$ cat src/rtl/div_seq_pkg.sv
// Shared definitions for the iterative divider: FSM encodings, handshake
// levels and the double-width result bus type.
package div_seq_pkg;

  localparam int DIV_DATA_W = 32;
  localparam int DIV_CNT_W  = 6;

  typedef enum logic [1:0] {
    DIV_FREE   = 2'b00,
    DIV_BYZERO = 2'b01,
    DIV_ON     = 2'b10,
    DIV_END    = 2'b11
  } div_state_e;

  localparam logic DIV_START            = 1'b1;
  localparam logic DIV_STOP             = 1'b0;
  localparam logic DIV_RESULT_READY     = 1'b1;
  localparam logic DIV_RESULT_NOT_READY = 1'b0;

  typedef logic [2*DIV_DATA_W-1:0] double_reg_bus_t;

endpackage

$ cat src/rtl/div_seq_abs_fix.sv
// Conditional two's-complement: used both to take operand magnitudes and to
// restore the sign of the quotient and remainder.
module div_seq_abs_fix #(
  parameter int W = 32
) (
  input  logic [W-1:0] value,
  input  logic         negate,
  output logic [W-1:0] result
);

  assign result = negate ? (~value + W'(1)) : value;

endmodule

$ cat src/rtl/div_seq.sv
// Multi-cycle restoring divider for DIV/DIVU. EX holds start and the operands
// until ready; the block returns {remainder, quotient} for the HI/LO write.
module div_seq
  import div_seq_pkg::*;
#(
  parameter int DATA_W = DIV_DATA_W,
  parameter int CNT_W  = DIV_CNT_W
) (
  input  logic                clk,
  input  logic                rst,
  input  logic                signed_div_i,
  input  logic [DATA_W-1:0]   opdata1_i,
  input  logic [DATA_W-1:0]   opdata2_i,
  input  logic                start_i,
  input  logic                annul_i,
  output logic [2*DATA_W-1:0] result_o,
  output logic                ready_o
);

  div_state_e              state;
  logic [CNT_W-1:0]        cnt;
  logic [2*DATA_W-1:0]     work;     // {partial remainder, dividend/quotient}
  logic [DATA_W-1:0]       divisor;
  logic                    q_neg;
  logic                    r_neg;

  logic [DATA_W-1:0] op1_abs, op2_abs, quo_fix, rem_fix;
  logic [DATA_W:0]   hi;
  logic [DATA_W-1:0] sub;
  logic              ge;
  logic [2*DATA_W-1:0] step_next;
  logic              abort;

  div_seq_abs_fix #(.W(DATA_W)) u_op1_abs (
    .value (opdata1_i),
    .negate(signed_div_i & opdata1_i[DATA_W-1]),
    .result(op1_abs)
  );

  div_seq_abs_fix #(.W(DATA_W)) u_op2_abs (
    .value (opdata2_i),
    .negate(signed_div_i & opdata2_i[DATA_W-1]),
    .result(op2_abs)
  );

  div_seq_abs_fix #(.W(DATA_W)) u_quo_fix (
    .value (work[DATA_W-1:0]),
    .negate(q_neg),
    .result(quo_fix)
  );

  div_seq_abs_fix #(.W(DATA_W)) u_rem_fix (
    .value (work[2*DATA_W-1:DATA_W]),
    .negate(r_neg),
    .result(rem_fix)
  );

  // One restoring step: hi is the upper half after the left shift, including
  // the bit shifted out. When hi >= divisor the difference fits in DATA_W bits.
  // NOTE: every always_comb output gets a value on every path, so no latch is inferred.
  always_comb begin
    hi        = work[2*DATA_W-1:DATA_W-1];
    ge        = (hi >= {1'b0, divisor});
    sub       = hi[DATA_W-1:0] - divisor;
    step_next = ge ? {sub, work[DATA_W-2:0], 1'b1}
                   : {work[2*DATA_W-2:0], 1'b0};
  end

  // Annul wins over start; start dropping mid-divide is treated as an abort.
  assign abort = annul_i | (start_i == DIV_STOP);

  // NOTE: sequential state uses non-blocking assignments so every register
  // samples the pre-edge values of the others.
  always_ff @(posedge clk or negedge rst) begin
    if (!rst) begin
      state    <= DIV_FREE;
      cnt      <= '0;
      work     <= '0;
      divisor  <= '0;
      q_neg    <= 1'b0;
      r_neg    <= 1'b0;
      result_o <= '0;
      ready_o  <= DIV_RESULT_NOT_READY;
    end else begin
      case (state)
        DIV_FREE: begin
          ready_o  <= DIV_RESULT_NOT_READY;
          result_o <= '0;
          if (start_i == DIV_START && !annul_i) begin
            if (opdata2_i == '0) begin
              state <= DIV_BYZERO;
            end else begin
              state   <= DIV_ON;
              cnt     <= '0;
              work    <= {{DATA_W{1'b0}}, op1_abs};
              divisor <= op2_abs;
              q_neg   <= signed_div_i & (opdata1_i[DATA_W-1] ^ opdata2_i[DATA_W-1]);
              r_neg   <= signed_div_i & opdata1_i[DATA_W-1];
            end
          end
        end
        DIV_BYZERO: begin
          if (annul_i) begin
            state <= DIV_FREE;
          end else begin
            state <= DIV_END;
            work  <= '0;
            q_neg <= 1'b0;
            r_neg <= 1'b0;
          end
        end
        DIV_ON: begin
          if (abort) begin
            state <= DIV_FREE;
          end else begin
            work <= step_next;
            cnt  <= cnt + CNT_W'(1);
            if (cnt == CNT_W'(DATA_W - 1)) state <= DIV_END;
          end
        end
        DIV_END: begin
          if (abort) begin
            state    <= DIV_FREE;
            ready_o  <= DIV_RESULT_NOT_READY;
            result_o <= '0;
          end else begin
            ready_o  <= DIV_RESULT_READY;
            result_o <= {rem_fix, quo_fix};
          end
        end
        default: state <= DIV_FREE;
      endcase
    end
  end

endmodule

$ cat config.mk
export PLATFORM = sky130hd
export DESIGN_NAME = div_seq
export DESIGN_NICKNAME = d
export VERILOG_FILES = /design/src/rtl/div_seq_pkg.sv /design/src/rtl/div_seq_abs_fix.sv /design/src/rtl/div_seq.sv
export SDC_FILE = /design/constraint.sdc
export NUM_CORES = 1
export LEC_CHECK = 0
export BUFFER_PORTS_ARGS = -buffer_cell sky130_fd_sc_hd__buf_4
export CAP_MARGIN = 20
export CORE_ASPECT_RATIO = 1.5
export CORE_MARGIN = 2
export CORE_UTILIZATION = 55
export CTS_BUF_LIST = sky130_fd_sc_hd__clkbuf_2 sky130_fd_sc_hd__clkbuf_4 sky130_fd_sc_hd__clkbuf_8
export CTS_CLUSTER_SIZE = 25
export DETAILED_ROUTE_END_ITERATION = 10
export PLACE_DENSITY = 0.79
export SETUP_SLACK_MARGIN = 0.15
export SLEW_MARGIN = 15
export SYNTH_ARGS = -nofsm -noshare
export SYNTH_HDL_FRONTEND = slang
export SYNTH_SLANG_ARGS = --single-unit
$ cat constraint.sdc
create_clock -name clk -period 3.9 [get_ports clk]
set_clock_uncertainty 0.2 [all_clocks]
set_input_delay 0.78 -clock clk [delete_from_list [all_inputs] [get_ports clk]]
set_output_delay 0.78 -clock clk [all_outputs]
set_load 0.05 [all_outputs]
=== Yosys cells after proc, flatten, opt, wreduce, memory -nomap -nowiden ===
Cells that the tools add are included.
W data, S select, Z words.

* $add $sub $neg: 6
* Order comparisons: 1
* Equality and inequality tests: 10
* Multiplexer cells: 32
* Bitwise gates (word level): 11
* Reduce and logical (&&, ||, !) cells: 13

{| class="wikitable"
|+ Operators by type and width
! kind !! number
|-
| $mux W64 || 6
|-
| $pmux W64 S3 || 1
|-
| $add A32 B1 Y32 const B || 4
|-
| $mux W32 || 4
|-
| $not A32 Y32 || 4
|-
| $pmux W64 S2 || 1
|-
| $ge A33 B32 Y1 || 1
|-
| $logic_not A32 Y1 || 1
|-
| $sub A32 B32 Y32 || 1
|-
| $mux W6 || 3
|-
| $mux W2 || 6
|-
| $pmux W6 S2 || 1
|-
| $ne A2 B2 Y1 const B || 5
|-
| $pmux W2 S4 || 1
|-
| $reduce_and A4 Y1 || 2
|-
| $add A6 B1 Y6 const B || 1
|-
| $eq A6 B5 Y1 const B || 1
|-
| $mux W1 || 6
|-
| $pmux W1 S2 || 3
|-
| $reduce_and A3 Y1 || 2
|-
| $reduce_bool A2 Y1 || 3
|-
| $reduce_and A5 Y1 || 1
|-
| $eq A2 B2 Y1 const B || 2
|-
| $and A1 B1 Y1 || 3
|-
| 9 further kinds || 10
|}

* Bits in registers: 171
* Input bits: 69
* Output and inout port bits: 65
* Logic and storage cells: 81

=== Longest topological paths before layout ===
* Depth in word-level cells: 6
* Gate-level depth with buffers: 14
* Depth with buffers taken out: 13

=== Cells and area by module ===
From an unflattened synthesis, not the netlist that was laid out.

* Cell total of the unflattened synthesis: 1293
* Area, all modules: 12164.2 um^2

{| class="wikitable"
|+ Modules (own cells, without submodules)
! module !! times used !! cells each !! area each (um^2) !! seq. area each (um^2)
|-
| div_seq || 1 || 897 || 9056.2 || 4279.1
|-
| div_seq_abs_fix || 4 || 99 || 777.0 || 0.0
|}

=== Least setup slack after synthesis ===
OpenSTA, ideal clock, no wires.

* Path type: reg-to-reg
* Start: register work[36]
* End: register result_o[61]
* Library setup time: 131 ps
* Data arrival time: 3365 ps
* Required time: 3569 ps
* Slack: 203 ps
* Cell stages (with the launch flop): 10
* Path buffers: 0
* Clock period less this slack: 3697 ps
* Path through: dfrtp_1 or4_4 or4b_4 nand2b_4 or4_4 or4_4 or4_4 o41ai_2 xor2_1 o21ai_1

* Longest elaborated chain between the ends: 5

{| class="wikitable"
|+ RTL lines
! element !! line !! source
|-
| start: declaration || div_seq.sv:22 || <nowiki>logic [2*DATA_W-1:0] work;</nowiki>
|-
| start signal: assignment || div_seq.sv:95 || <nowiki>work <= {{DATA_W{1'b0}}, op1_abs};</nowiki>
|-
| start signal: assignment || div_seq.sv:116 || <nowiki>work <= step_next;</nowiki>
|-
| $not A32 Y32 || div_seq_abs_fix.sv:11 || <nowiki>assign result = negate ? (~value + W'(1)) : value;</nowiki>
|-
| $add A32 B1 Y32 || div_seq_abs_fix.sv:11 ||
|-
| $mux W32 || div_seq_abs_fix.sv:11 ||
|-
| $mux W64 || div_seq.sv:122 || <nowiki>if (abort) begin</nowiki>
|-
| $pmux W64 S2 || div_seq.sv:85 || <nowiki>case (state)</nowiki>
|-
| end signal: assignment || div_seq.sv:128 || <nowiki>result_o <= {rem_fix, quo_fix};</nowiki>
|-
| end: declaration || div_seq.sv:16 || <nowiki>output logic [2*DATA_W-1:0] result_o,</nowiki>
|}

Every way passes these cells.
A chain may end at the register's enable or synchronous reset.

=== Worst setup path in the final report ===
Ends and elaborated chain as after synthesis.

==> impl_results.md <==
- Status: completed
- Maximum root-to-sink buffer count: 2
- Post-synth top area share: 38.0%
- Unrepaired setup endpoints after global routing: true
- I/O Buffers: 133
- Critical path arrival: 3.91 ns
- Core area: 20,300 um^2
- Crit end category: flip-flop
- Antenna Cells: 0
- Power Density: 801 nW/um^2
- Final Setup Violations: 0
- Register area: 4280 um^2
- Core Util, Final: 65.3%
- Setup crit start kind: flip-flop
- Total track usage: 26.1%
- Main area contributors after synthesis: dfrtp_1 (38%), xor2_1 (7.9%), nand2_1 (6.8%), o21ai_0 (6.5%), a21oi_1 (4.9%)
- Worst-path maximum fanout: 3
- Mean post-synth cell area: 8.20 um^2
- CTS Hold Buffers Added: 0
- Combinational family with the most area after synthesis: compound AO/OA/AOI/OAI gates
- Required @ worst endpoint: 4.03 ns
- 1st-iter DRT viols: 633
- Largest net degree at the start of global routing: 72
- Relative slew slack: 33.6%
- Maximum VDD drop: 0.491 mV
- Wire length per cell: 15.7 um
- Clk sinks: 171
- Worst Max-Slew Pin Slew: 0.995 ns
- Initial core utilization: 55.6%
- Leak: 6.08 nW
- Die Width: 121 um
- Vias post-DR: 10,100
- Count leader, synth: nand2_1
- Vias per cell: 5.69
- Clk pin slew, worst setup/hold paths: 0.09 ns
- Ys async rst share: 100%
- DR pass1 iterations: 5
- Layout fillers: 1,821
- TNS Setup: 0 ns
- Simple-gate share of the synthesized area: 18.0%
- Worst hold path class: input port to asynchronous set/reset pin
- Final hold viol count: 0
- Max Cap Viol: 0
- Row cnt: 64
- Full die area: 21,600 um^2
- Compound-Gate Fraction of Synth Area: 22.8%
- GRT overflow: 0
- CTS Buf Count: 17
- Synth warn: 0
- Tmin final: 3.78 ns
- Register-to-Register Path Depth: 9
- First-pass GRT wire length: 45,400 um
- XOR/XNOR share of the synthesized area: 11.4%
- F_max: 0.265 GHz
- Final ANT Viol Nets: 0
- Synth top cells by count: nand2_1 (204), dfrtp_1 (171), o21ai_0 (146)
- CTS H-tree depth: 4
- Number of nets in the layout: 1,600
- Crit Path Category: flip-flop to flip-flop
- Layout area overhead: 17.6%
- Antenna violations before repair: 0
- # IOs: 134
- Root Driver: clkbuf_8
- Syn nets: 1,484
- Final slew viol count: 0
- EDFF count, synth: 0
- Post-synthesis sequential area ratio: 38.0%
- Synth unique cells: 66
- Synth Area in Adders: 4.74%
- Post-Synthesis Cells: 1,373
- Main synth FF type: dfrtp_1
- Dpl hpwl: 21,000 um
- CTS tree: built
- Final period util: 96.9%
- Layout cells sized above 1: 15.0%
- #FFs+latches synth: 171
- Vias in the first global route: 9,663
- Cell area after synthesis: 11,300 um^2
- Chip height: 179 um
- GP Congestion: 0.917
- Clock insertion delay at the later pin of the skew report: 0.47 ns
- Multiplexer share of the synthesized area: 0.534%
- Post-route DRC: 0
- Post-Route WL: 27,700 um
- Area of the multi-input gates: 6540 um^2
- Synth area leader: dfrtp_1
report_power, final:
part	switching (W)	internal (W)	leakage [nW]
Clock	0.000643	0.000994	0.259
Combinational	0.00361	0.00254	3.56
Sequential	0.000576	0.00223	2.27
Total	0.00483	0.00577	6.08
per-stage QoR:
step           instances  worst slack [ns]  hold WS [ns]  power, W  area, um^2
2_1_floorplan       1373             0.203         0.250   0.00717       11300
3_3_place_gp        1729             0.150         0.260   0.00853       12600
3_5_place_dp        1729            0.0961         0.271   0.00867       12600
4_1_cts             1764             0.132        0.0981    0.0105       13200
5_1_grt             1765            0.0214         0.130    0.0115       13200
6_report            1765             0.120         0.100    0.0106       13200
layout by cell type, fill, tap and decap left out, types with 4 or more instances in the layout:
cell type	instances
nand2_1	202
dfrtp_1	171
buf_4	162
o21ai_0	145
a21oi_1	111
xor2_1	101
nor2_1	96
inv_1	64
o21ai_1	50
xnor2_1	45
ha_1	38
o31ai_1	26
nand3_1	19
a22o_1	19
clkbuf_8	19
or4_1	18
nor3_1	18
a21o_1	14
o41ai_1	13
or3_1	13
a31oi_1	11
nor4_1	9
nand2b_1	9
a211oi_1	8
bufinv_16	8
nor2b_1	7
and2_1	7
nand4_1	7
mux2i_1	6
or4_4	5
and3_1	5
a21boi_0	5
a2bb2oi_1	4
buf_12	4
metal layers:
layer / wire [um] / GRT usage (%) / vias up
met3: 1290 / 4.20 / 68
li1: - / - / 5031
met4: 1180 / 13.7 / 0
met5: 0 / 0 / -
met2: 14000 / 46.2 / 263
met1: 11200 / 30.3 / 4689
repair_timing:
| item | in CTS | in global routing |
|---|---|---|
| gates cloned | 0 | 0 |
| setup buffers | 4 | 1 |
| resized for setup | 2 | 10 |
| setup endpoints to repair | 2 | 39 |
| pin swaps | 2 | 0 |
registers in the layout, summed over array words and instances (netlist names):
register	flops
result_o	64
r_neg	1
ready_o	1
q_neg	1
state	2
cnt	6
divisor	32
work	64
layout make-up:
cell class,count,share of cell area [%]
Clock buffer,20,2.03
Clock inverter,11,1.99
Inverter,65,1.84
Multi-Input combinational cell,1067,49.4
Sequential cell,171,32.3
Tap cell,264,2.50
Timing Repair Buffer,167,9.88
worst max-delay path: stages, from the launching register on:
cell      delay, ns
dfrtp_1        0.39
or4_4          0.54
or4b_4         0.52
nand2b_4       0.16
or4_4          0.43
or4_4          0.43
or4_4          0.48
o41ai_4        0.23
xor2_1         0.19
o21ai_1        0.08
final timing paths:
kind                        startpoint            to  slack [ns]
max                           work[36]  result_o[61]        0.12
min                                rst  result_o[26]         0.1
max reg2reg                   work[36]  result_o[61]        0.12
min reg2reg                divisor[21]   divisor[21]        0.28
max in group asynchronous          rst       work[5]        2.55
min in group clk           divisor[21]   divisor[21]        0.28
cell families after synthesis:
kind of cell,Yosys count
buffers and inverters,135
DFF,171
muxes,6
adders and majority gates,42
and+or+nand+nor,437
AOI/OAI and AO/OA,436
xor gates and xnor gates,146
No activity file was read; power rests on OpenSTA's default activity.
